===== src/rtl/seq_pkg.sv =====
`default_nettype none
// +----------------------------------------------------------------------+
// | Module  : seq_pkg                                                     |
// | Purpose : Shared types and helpers for the record/playback sequencer: |
// |           FSM state encoding, button count, 2-bit entry index type,   |
// |           and the index-to-one-hot LED decode.                        |
// | Ports   : none (package)                                              |
// | Rev     : 1.0  initial release                                        |
// +----------------------------------------------------------------------+
package seq_pkg;

  localparam int NUM_BTNS = 4;

  typedef logic [1:0] idx_t;

  typedef enum logic [1:0] {
    S_IDLE     = 2'd0,
    S_RECORD   = 2'd1,
    S_PLAY_ON  = 2'd2,
    S_PLAY_GAP = 2'd3
  } state_t;

  function automatic logic [NUM_BTNS-1:0] idx2onehot(input idx_t i_idx);
    logic [NUM_BTNS-1:0] r_oh;
    r_oh = '0;
    r_oh[i_idx] = 1'b1;
    return r_oh;
  endfunction

endpackage : seq_pkg
`default_nettype wire


===== src/rtl/seq_mem.sv =====
`default_nettype none
// +----------------------------------------------------------------------+
// | Module  : seq_mem                                                     |
// | Purpose : DEPTH x 2-bit sequence store. Synchronous write,            |
// |           combinational read, deliberately not reset (the recorded    |
// |           count qualifies which entries are valid).                   |
// | Ports   : clk      - system clock                                     |
// |           i_we     - write enable                                     |
// |           i_waddr  - write address                                    |
// |           i_wdata  - 2-bit button index to store                      |
// |           i_raddr  - read address                                     |
// |           o_rdata  - entry at i_raddr (combinational)                 |
// | Rev     : 1.0  initial release                                        |
// +----------------------------------------------------------------------+
module seq_mem
  import seq_pkg::*;
#(
  parameter int DEPTH      = 16,
  parameter int ADDR_WIDTH = 4
) (
  input  logic                  clk,
  input  logic                  i_we,
  input  logic [ADDR_WIDTH-1:0] i_waddr,
  input  idx_t                  i_wdata,
  input  logic [ADDR_WIDTH-1:0] i_raddr,
  output idx_t                  o_rdata
);

  idx_t r_mem [DEPTH];

  always_ff @(posedge clk) begin
    if (i_we) begin
      r_mem[i_waddr] <= i_wdata;
    end
  end

  assign o_rdata = r_mem[i_raddr];

endmodule : seq_mem
`default_nettype wire


===== src/rtl/seq_controller.sv =====
`default_nettype none
// +----------------------------------------------------------------------+
// | Module  : seq_controller                                              |
// | Purpose : Records the order of debounced button presses and plays it  |
// |           back on four one-hot LEDs with fixed on/gap timing.         |
// | Config  : SEQ_LOOP_EN - when defined, playback wraps to the first     |
// |           entry after the last gap and repeats until aborted; when    |
// |           undefined, playback is a single pass back to IDLE.          |
// | Ports   : clk        - system clock                                   |
// |           rst        - asynchronous active-high reset                 |
// |           rec_pulse  - record start/stop pulse                        |
// |           play_pulse - play start/abort pulse                         |
// |           btn_pulse  - per-button press pulses                        |
// |           leds       - one-hot LED drive (registered)                 |
// |           recording  - high in RECORD                                 |
// |           playing    - high in PLAY_ON / PLAY_GAP                     |
// |           full       - count == DEPTH                                 |
// |           count      - number of stored entries                       |
// | Rev     : 1.0  initial release                                        |
// +----------------------------------------------------------------------+
module seq_controller
  import seq_pkg::*;
#(
  parameter int DEPTH       = 16,
  parameter int ADDR_WIDTH  = 4,
  parameter int TIMER_WIDTH = 24,
  parameter int STEP_CLKS   = 12000000 - 1,
  parameter int GAP_CLKS    = 2400000 - 1
) (
  input  logic                  clk,
  input  logic                  rst,
  input  logic                  rec_pulse,
  input  logic                  play_pulse,
  input  logic [NUM_BTNS-1:0]   btn_pulse,
  output logic [NUM_BTNS-1:0]   leds,
  output logic                  recording,
  output logic                  playing,
  output logic                  full,
  output logic [ADDR_WIDTH:0]   count
);

  localparam logic [TIMER_WIDTH-1:0] c_step_end = TIMER_WIDTH'(STEP_CLKS);
  localparam logic [TIMER_WIDTH-1:0] c_gap_end  = TIMER_WIDTH'(GAP_CLKS);
  localparam logic [ADDR_WIDTH:0]    c_depth    = (ADDR_WIDTH+1)'(DEPTH);

  state_t                  r_state;
  logic [TIMER_WIDTH-1:0]  r_timer;
  logic [ADDR_WIDTH-1:0]   r_rd_ptr;
  logic [ADDR_WIDTH:0]     r_count;
  logic [NUM_BTNS-1:0]     r_leds;
  logic                    r_recording;
  logic                    r_playing;
  logic                    r_full;

  state_t                  w_state_nxt;
  logic [TIMER_WIDTH-1:0]  w_timer_nxt;
  logic [ADDR_WIDTH-1:0]   w_rd_ptr_nxt;
  logic [ADDR_WIDTH:0]     w_count_nxt;
  logic [NUM_BTNS-1:0]     w_leds_nxt;
  logic                    w_we;
  idx_t                    w_btn_idx;
  idx_t                    w_rdata;
  logic                    w_last;

  // Lowest set bit wins when several buttons pulse together.
  always_comb begin
    w_btn_idx = '0;
    for (int i = NUM_BTNS - 1; i >= 0; i--) begin
      if (btn_pulse[i]) begin
        w_btn_idx = idx_t'(i);
      end
    end
  end

  assign w_last = ({1'b0, r_rd_ptr} == (r_count - 1'b1));

  // Read at the next pointer so the LED register can be loaded on the
  // same edge that enters or advances PLAY_ON.
  seq_mem #(
    .DEPTH      (DEPTH),
    .ADDR_WIDTH (ADDR_WIDTH)
  ) u_mem (
    .clk     (clk),
    .i_we    (w_we),
    .i_waddr (r_count[ADDR_WIDTH-1:0]),
    .i_wdata (w_btn_idx),
    .i_raddr (w_rd_ptr_nxt),
    .o_rdata (w_rdata)
  );

  always_ff @(posedge clk or posedge rst) begin
    if (rst) begin
      r_state     <= S_IDLE;
      r_timer     <= '0;
      r_rd_ptr    <= '0;
      r_count     <= '0;
      r_leds      <= '0;
      r_recording <= 1'b0;
      r_playing   <= 1'b0;
      r_full      <= 1'b0;
    end else begin
      r_state     <= w_state_nxt;
      r_timer     <= w_timer_nxt;
      r_rd_ptr    <= w_rd_ptr_nxt;
      r_count     <= w_count_nxt;
      r_leds      <= w_leds_nxt;
      r_recording <= (w_state_nxt == S_RECORD);
      r_playing   <= (w_state_nxt == S_PLAY_ON) || (w_state_nxt == S_PLAY_GAP);
      r_full      <= (w_count_nxt == c_depth);
    end
  end

  always_comb begin
    w_state_nxt  = r_state;
    w_timer_nxt  = r_timer;
    w_rd_ptr_nxt = r_rd_ptr;
    w_count_nxt  = r_count;
    w_leds_nxt   = r_leds;
    w_we         = 1'b0;

    case (r_state)
      S_IDLE: begin
        w_leds_nxt = '0;
        if (rec_pulse) begin
          w_state_nxt  = S_RECORD;
          w_count_nxt  = '0;
          w_timer_nxt  = '0;
          w_rd_ptr_nxt = '0;
        end else if (play_pulse && (r_count != '0)) begin
          w_state_nxt  = S_PLAY_ON;
          w_timer_nxt  = '0;
          w_rd_ptr_nxt = '0;
        end
      end

      S_RECORD: begin
        if (rec_pulse) begin
          w_state_nxt  = S_IDLE;
          w_leds_nxt   = '0;
          w_timer_nxt  = '0;
          w_rd_ptr_nxt = '0;
        end else if (play_pulse) begin
          w_state_nxt  = (r_count != '0) ? S_PLAY_ON : S_IDLE;
          w_leds_nxt   = '0;
          w_timer_nxt  = '0;
          w_rd_ptr_nxt = '0;
        end else if ((btn_pulse != '0) && (r_count != c_depth)) begin
          w_we        = 1'b1;
          w_count_nxt = r_count + 1'b1;
          w_leds_nxt  = idx2onehot(w_btn_idx);
        end
      end

      S_PLAY_ON: begin
        if (play_pulse) begin
          w_state_nxt  = S_IDLE;
          w_leds_nxt   = '0;
          w_timer_nxt  = '0;
          w_rd_ptr_nxt = '0;
        end else if (r_timer == c_step_end) begin
          w_state_nxt = S_PLAY_GAP;
          w_leds_nxt  = '0;
          w_timer_nxt = '0;
        end else begin
          w_timer_nxt = r_timer + 1'b1;
        end
      end

      S_PLAY_GAP: begin
        w_leds_nxt = '0;
        if (play_pulse) begin
          w_state_nxt  = S_IDLE;
          w_timer_nxt  = '0;
          w_rd_ptr_nxt = '0;
        end else if (r_timer == c_gap_end) begin
          w_timer_nxt = '0;
          if (w_last) begin
            w_rd_ptr_nxt = '0;
`ifdef SEQ_LOOP_EN
            w_state_nxt  = S_PLAY_ON;
`else
            w_state_nxt  = S_IDLE;
`endif
          end else begin
            w_rd_ptr_nxt = r_rd_ptr + 1'b1;
            w_state_nxt  = S_PLAY_ON;
          end
        end else begin
          w_timer_nxt = r_timer + 1'b1;
        end
      end

      default: begin
        w_state_nxt  = S_IDLE;
        w_leds_nxt   = '0;
        w_timer_nxt  = '0;
        w_rd_ptr_nxt = '0;
      end
    endcase

    // Whether entering, advancing or staying, PLAY_ON shows the entry
    // under the pointer it will hold after this edge.
    if (w_state_nxt == S_PLAY_ON) begin
      w_leds_nxt = idx2onehot(w_rdata);
    end
  end

  assign leds      = r_leds;
  assign recording = r_recording;
  assign playing   = r_playing;
  assign full      = r_full;
  assign count     = r_count;

endmodule : seq_controller
`default_nettype wire


===== config.mk =====
export PLATFORM = sky130hd
export DESIGN_NAME = seq_controller
export DESIGN_NICKNAME = d
export VERILOG_FILES = /design/src/rtl/seq_pkg.sv /design/src/rtl/seq_mem.sv /design/src/rtl/seq_controller.sv
export SDC_FILE = /design/constraint.sdc
export NUM_CORES = 1
export LEC_CHECK = 0
export CELL_PAD_IN_SITES_DETAIL_PLACEMENT = 2
export CELL_PAD_IN_SITES_GLOBAL_PLACEMENT = 2
export CORE_MARGIN = 4
export CORE_UTILIZATION = 38
export CTS_CLUSTER_SIZE = 10
export DETAILED_ROUTE_END_ITERATION = 10
export DONT_BUFFER_PORTS = 1
export PLACE_DENSITY = 0.73
export SLEW_MARGIN = 20
export SYNTH_ARGS = -nofsm -noshare
export SYNTH_HDL_FRONTEND = slang
export SYNTH_SLANG_ARGS = --single-unit

===== constraint.sdc =====
create_clock -name clk -period 3.1 [get_ports clk]
set_clock_uncertainty 0.1 [all_clocks]
set_input_delay 0.62 -clock clk [delete_from_list [all_inputs] [get_ports clk]]
set_output_delay 0.62 -clock clk [all_outputs]
set_load 0.03 [all_outputs]

==> results.cfg, run 1 <==
[setup_path]
criticalPathCategory = flip-flop to flip-flop
cp-start-kind = flip-flop
critPathCaptureType = flip-flop
crit_buf_inv = 4
path_delay_family = compound AO/OA/AOI/OAI gates
critical_path.max_stage_delay_ps = 450
critPathMaxFanout = 9
cp_cell_sequence = buf_4 -> buf_4 -> nor4b_4 -> a21oi_1 -> o32ai_2 -> o21bai_2 -> a22oi_2 -> buf_12 -> inv_4 -> mux2i_2 -> mux2i_2 -> mux2_4 -> o32ai_2 -> o31a_1
crit_arrival_ps = 3610
critPathRequiredTime_ps = 3300
slowest_stage = dfrtp_2

[global_routing]
antenna_found_initial = 0
grt_pass1_vias = 3587
grt.overflow.total = 0
grt_first_pass_wirelength_mm = 20.9
track_usage_pct = 23.7
grt_max_degree = 24

[synth]
syn_inst = 356
synth_cell_type_count = 59
synthTopCellsByArea = dfrtp_1 26%, edfxtp_1 25%, mux2i_1 8.0%, nor2_1 4.9%, nand2_1 3.2%
synth_compound_area_share_pct = 7.88
yosysSeqAreaShare_pct = 51.0
syn_nets = 370
synth_top_family_by_area = simple AND/OR/NAND/NOR gates
ys_ff_latch = 73
yosys.area_share.simple_pct = 21.3
syn_area_per_cell_um2 = 10.9
synth_top_area_share_pct = 26.4
yosysTopAreaCell = dfrtp_1
synth_edf_count = 32
yosys.area_share.xor_xnor_pct = 5.30
synth_warnings = 0
syn_area_um2 = 3890
synthFlopType = dfrtp_1
synth-async-reset-ratio_pct = 56.2
yosys.area_share.adder_pct = 1.93
synthMuxAreaShare_pct = 8.65

[timing]
rsz0062_at_grt = true
post-route-worst-setup-slack_ps = -305
slew_viol_final = 0
period_share_pct = 110
fin_crit_ps = 3410
max_freq_ghz = 0.294
setup_viol = 4
slew-limit-headroom_pct = 31.7
fin_tns_setup_ps = -708
whs_ps = 145
tightest_slew_ps = 1020
hold_viol = 0

[cells_and_area]
utilization_pct = 50.4
stdcell_area_um2 = 4970
area_growth_syn_to_layout_pct = 27.6
antennaDiodeCount = 0
multi_input_comb_area_um2 = 1930
nFillCells = 980
final_common_cell = buf_4
regArea_um2 = 1990
final_nets = 440
layout_common_cells = 67 x buf_4, 49 x nor2_1, 37 x dfrtp_1
drive_gt1_share_pct = 30.6

[die]
start_util_pct = 39.5
die-area_um2 = 11900
dieHeight_um = 109
coreArea_um2 = 9860
ioPinCount = 20
die_x_um = 109
rows = 36

[power]
p_int_w = 0.00196
seq_power_share_pct = 39.3
power.net_switching_w = 0.000909
pwr-share-clk_pct = 36.0
peakVddDrop_mv = 0.430
power_w = 0.00287
swShare_pct = 31.7
p_leak_nw = 2.02
powerDensity_nw_per_um2 = 577
comb_power_share_pct = 24.7

[detailed_routing]
drcViolationCount = 0
vias = 3125
antenna_left = 0
vias_per_cell = 5.54
drt_iter0_drc = 155
routed_wl_mm = 14.0
wl_per_cell_um = 24.8
first_pass_iters = 4

[place]
dp_hpwl_mm = 8.30
port_buffers = 0
post_dp_cell_area_um2 = 4450
place.gp.congestion = 0.825

[clocking]
clockBufferDepth = 2
cts_root_buffer = clkbuf_8
htree_levels = 3
cts_tree = built
clock_latency_ps = 360
cts_buffers = 9
cts.clk_slew.worst_paths_ps = 90
cts.sinks = 73

[run_status]
violations = negative setup slack
outcome = finished, violations left

[hold_path]
hold_class = input port to async pin

[flow_run]
cap_violations = 0
worst paths after layout:
check                                   from          to  slack [ps]  depth (start not counted)
worst max-delay path                count[2]     leds[3]        -310                         14
worst min-delay path                     rst     leds[1]         150                          1
worst max register to register      count[2]     leds[3]        -310                         14
worst min register to register    r_timer[4]  r_timer[4]         450                          1
max in group asynchronous                rst    count[2]        1980                          2
min in group clk                btn_pulse[0]     leds[0]         350                          2
kinds of logic after synthesis:
kind of cell | after synthesis
AOI/OAI and AO/OA | 45
adders and majority gates | 6
xor gates and xnor gates | 22
muxes | 33
buffers and inverters | 25
DFF | 73
and+or+nand+nor | 152
power groups by stage:
stage	clock network, W	registers [W]	logic (W)
final	0.00103	0.00113	0.000707
after floorplan	0	0.00116	0.000340
after global placement	0	0.00114	0.000567
after global routing	0.00108	0.00113	0.000759
after CTS	0.00103	0.00112	0.000644
after detailed placement	0	0.00114	0.000597
cells in the mapped netlist (all sizes together) (2+ instances only):
cell    instances
nor2           52
dfrtp          41
nand2          33
edfxtp         32
mux2i          31
nand3          15
o21ai          15
xor2           14
inv            13
a21oi          10
clkbuf          8
nand4           8
nor3            7
xnor2           7
ha              6
nor2b           5
nor4            5
buf             4
nand2b          4
nand3b          4
nor4b           4
and4            3
nor3b           3
o31ai           3
o32ai           3
a21boi          2
a22oi           2
a32oi           2
and2            2
and3            2
mux2            2
or3             2
or4             2
worst register-to-register path, cell delays in order, from the launching register on:
cell,delay (ps)
dfrtp_2,450
buf_4,150
buf_4,150
nor4b_4,300
a21oi_1,150
o32ai_2,220
o21bai_2,220
a22oi_2,140
buf_12,180
inv_4,110
mux2i_2,280
mux2i_2,110
mux2_4,330
o32ai_2,260
o31a_1,190
layer usage:
metal	up-vias	global-route usage, %	wire length [um]
met4	0	7.12	350
met2	64	40.1	7080
met3	24	4.80	428
met1	1616	30.8	6130
li1	1421	-	-
met5	-	0	0
registers in the layout, summed over array words and instances (netlist names):
name and cells:
u_mem.r_mem 32, r_timer 24, count 5, leds 4
r_rd_ptr 4, full 1, playing 1, r_state 1
recording 1
per-stage QoR:
stage | cells | setup WS, ps
floorplan | 356 | 2.54
global placement | 535 | -70.4
detailed placement | 535 | -216
CTS | 558 | -184
global route | 564 | -389
finish | 564 | -305
layout make-up:
type,instances,area share [%]
Tap cell,133,3.35
Sequential cell,73,40.1
Timing Repair Buffer,71,11.4
Clock buffer,11,2.64
Clock inverter,5,2.59
Multi-Input combinational cell,258,38.9
Inverter,13,1.03
what timing repair did:
| action | in CTS | in global routing |
|---|---|---|
| pin swaps | 11 | 15 |
| hold buffers | 0 | 0 |
| setup buffers | 6 | 7 |
| gates resized for setup | 22 | 16 |
| endpoints found under the setup margin | 4 | 7 |
| cloned | 1 | 0 |
Note: power is estimated with default switching activity, not from simulation.
==> inputs of run 2 (changes only) <==
--- a/config.mk
+++ b/config.mk
@@ -9,11 +9,10 @@
 export CELL_PAD_IN_SITES_GLOBAL_PLACEMENT = 2
 export CORE_MARGIN = 4
 export CORE_UTILIZATION = 38
-export CTS_CLUSTER_SIZE = 10
+export CTS_CLUSTER_SIZE = 14
 export DETAILED_ROUTE_END_ITERATION = 10
 export DONT_BUFFER_PORTS = 1
 export PLACE_DENSITY = 0.73
-export SLEW_MARGIN = 20
 export SYNTH_ARGS = -nofsm -noshare
 export SYNTH_HDL_FRONTEND = slang
 export SYNTH_SLANG_ARGS = --single-unit
==> run 2 against run 1 <==
Compared with the run above:
- sequential share of layout area is essentially flat
- die area unchanged
- the run still ends with negative setup slack left
- critical endpoint unchanged
- cell count unchanged
- flip-flop and latch count is the same
- wire length is 0.63% lower
- count of clock-buffer cells in the layout unchanged
- design area hardly changed
==> results.cfg, run 2 (same netlist as run 1, synthesis figures left out) <==
[place]
dp_hpwl_mm = 8.30
place_inst = 535
place_ws_ps = -216
place.gp.congestion = 0.825
port_buffers = 0

[timing]
slew-limit-headroom_pct = 22.3
rsz0062_at_grt = true
tightest_slew_ps = 1160
slew_viol_final = 0
setup_viol = 4
whs_ps = 148
max_freq_ghz = 0.297
fin_crit_ps = 3360
post-route-worst-setup-slack_ps = -263
hold_viol = 0
period_share_pct = 108

[clocking]
cts.clk_slew.worst_paths_ps = 90
cts_buffers = 9
cts.sinks = 73
cts_root_buffer = clkbuf_8
clockBufferDepth = 2
htree_levels = 3
ctsHoldBuffers = 0
cts_tree = built
clock_latency_ps = 360

[cells_and_area]
final_common_cell = buf_4
largest_register = u_mem.r_mem
area_growth_syn_to_layout_pct = 27.6
final_nets = 440
utilization_pct = 50.3
regArea_um2 = 1990
fin_cells = 564
nFillCells = 984
largest_register_ffs = 32
multi_input_comb_area_um2 = 1930
antennaDiodeCount = 0
layout_common_cells = 67 x buf_4, 50 x nor2_1, 37 x dfrtp_1
drive_gt1_share_pct = 30.4

[setup_path]
cp_cell_sequence = ha_2 -> and4_4 -> nand2_1 -> or4_4 -> nor2_4 -> nand4_1 -> o21ai_1 -> a32oi_1 -> buf_4 -> mux2i_1 -> mux2_4 -> o32ai_2 -> o31a_1
reg2reg_depth = 13
criticalPathCategory = flip-flop to flip-flop
rrSetupSlack_ps = -260
critPathMaxFanout = 4
critPathCaptureType = flip-flop
r2r-start = r_timer[1]
critPathRequiredTime_ps = 3300
slowest_stage = or4_4
crit_arrival_ps = 3570
cp-start-kind = flip-flop
critical_path.max_stage_delay_ps = 580
rr_endpoint = leds[3]

[run_status]
outcome = finished, violations left
violations = negative setup slack

[hold_path]
hold_class = input port to async pin

[die]
die_x_um = 109
dieHeight_um = 109
ioPinCount = 20
die-area_um2 = 11900
rows = 36
coreArea_um2 = 9860
start_util_pct = 39.5

[detailed_routing]
drt_iter0_drc = 166
vias = 3148
drcViolationCount = 0
wl_per_cell_um = 24.6
routed_wl_mm = 13.9
first_pass_iters = 5
vias_per_cell = 5.58
antenna_left = 0

[global_routing]
grt.overflow.total = 0
grt_first_pass_wirelength_mm = 20.9
grt_pass1_vias = 3587
antenna_found_initial = 0
track_usage_pct = 23.7
grt_max_degree = 24

[power]
power.net_switching_w = 0.000895
powerDensity_nw_per_um2 = 575
comb_power_share_pct = 24.6
swShare_pct = 31.4
pwr-share-clk_pct = 35.9
p_leak_nw = 2.02
seq_power_share_pct = 39.4
p_int_w = 0.00196
peakVddDrop_mv = 0.401
power_w = 0.00285

[flow_run]
cap_violations = 0
## run 2: cell types whose count changed in the layout (fill, tap and decap cells not counted)
cell    before  now
nor2_2       2    1
nor2_1      49   50
## run 2: critical path, delay by kind of cell (launching register included)
family          cells  cell delay, ps
flops               1             400
buf+inv             1             180
fa+ha+maj           1             210
compound gates      4             760
simple gates        5            1190
mux                 2             470
## run 2: routing by layer
layer	global-route usage [%]	part of all wire, %	wire [um]	vias up
met5	0	0	0	-
met1	30.8	44	6120	1631
met2	40.1	51	7110	71
met4	7.12	1.8	255	0
met3	4.80	3.0	413	27
li1	-	-	-	1419
## run 2: how the worst max path moves through the flow
stage | startpoint | endpoint | slack, ps
after floorplan | r_timer[14] | leds[3] | 3
after global placement | r_timer[0] | leds[3] | -70
after detailed placement | r_timer[1] | leds[3] | -220
after CTS | count[2] | leds[3] | -180
after global routing | count[0] | leds[1] | -380
final | r_timer[1] | leds[3] | -260
## run 2: per-stage QoR
stage                     cell area, um^2  setup TNS (ps)
after floorplan                      3930               0
after global placement               4450            -139
after detailed placement             4450            -553
after CTS                            4870            -340
after global routing                 4970           -1260
final                                4970            -641
## run 2: final cells by class
| cell class | instances | share of cell area (%) |
|---|---|---|
| clock buffers | 11 | 2.65 |
| clock inverters | 5 | 2.60 |
| inverters | 13 | 1.03 |
| multi-input cells | 258 | 38.9 |
| flip-flops and latches | 73 | 40.1 |
| well taps | 133 | 3.35 |
| repair buffers | 71 | 11.4 |
## run 2: power groups by stage
stage	combinational [W]	clock (W)	sequential [W]
6_report	0.000703	0.00103	0.00113
5_1_grt	0.000756	0.00108	0.00113
4_1_cts	0.000644	0.00103	0.00112
3_5_place_dp	0.000597	0	0.00114
3_3_place_gp	0.000567	0	0.00114
2_1_floorplan	0.000340	0	0.00116
## run 2: repair_timing
item	in CTS	in global routing
cloned	1	0
endpoints found under the hold margin	0	0
buffers inserted	6	7
setup endpoints to repair	4	7
pin swaps	11	15
gates resized for setup	22	16
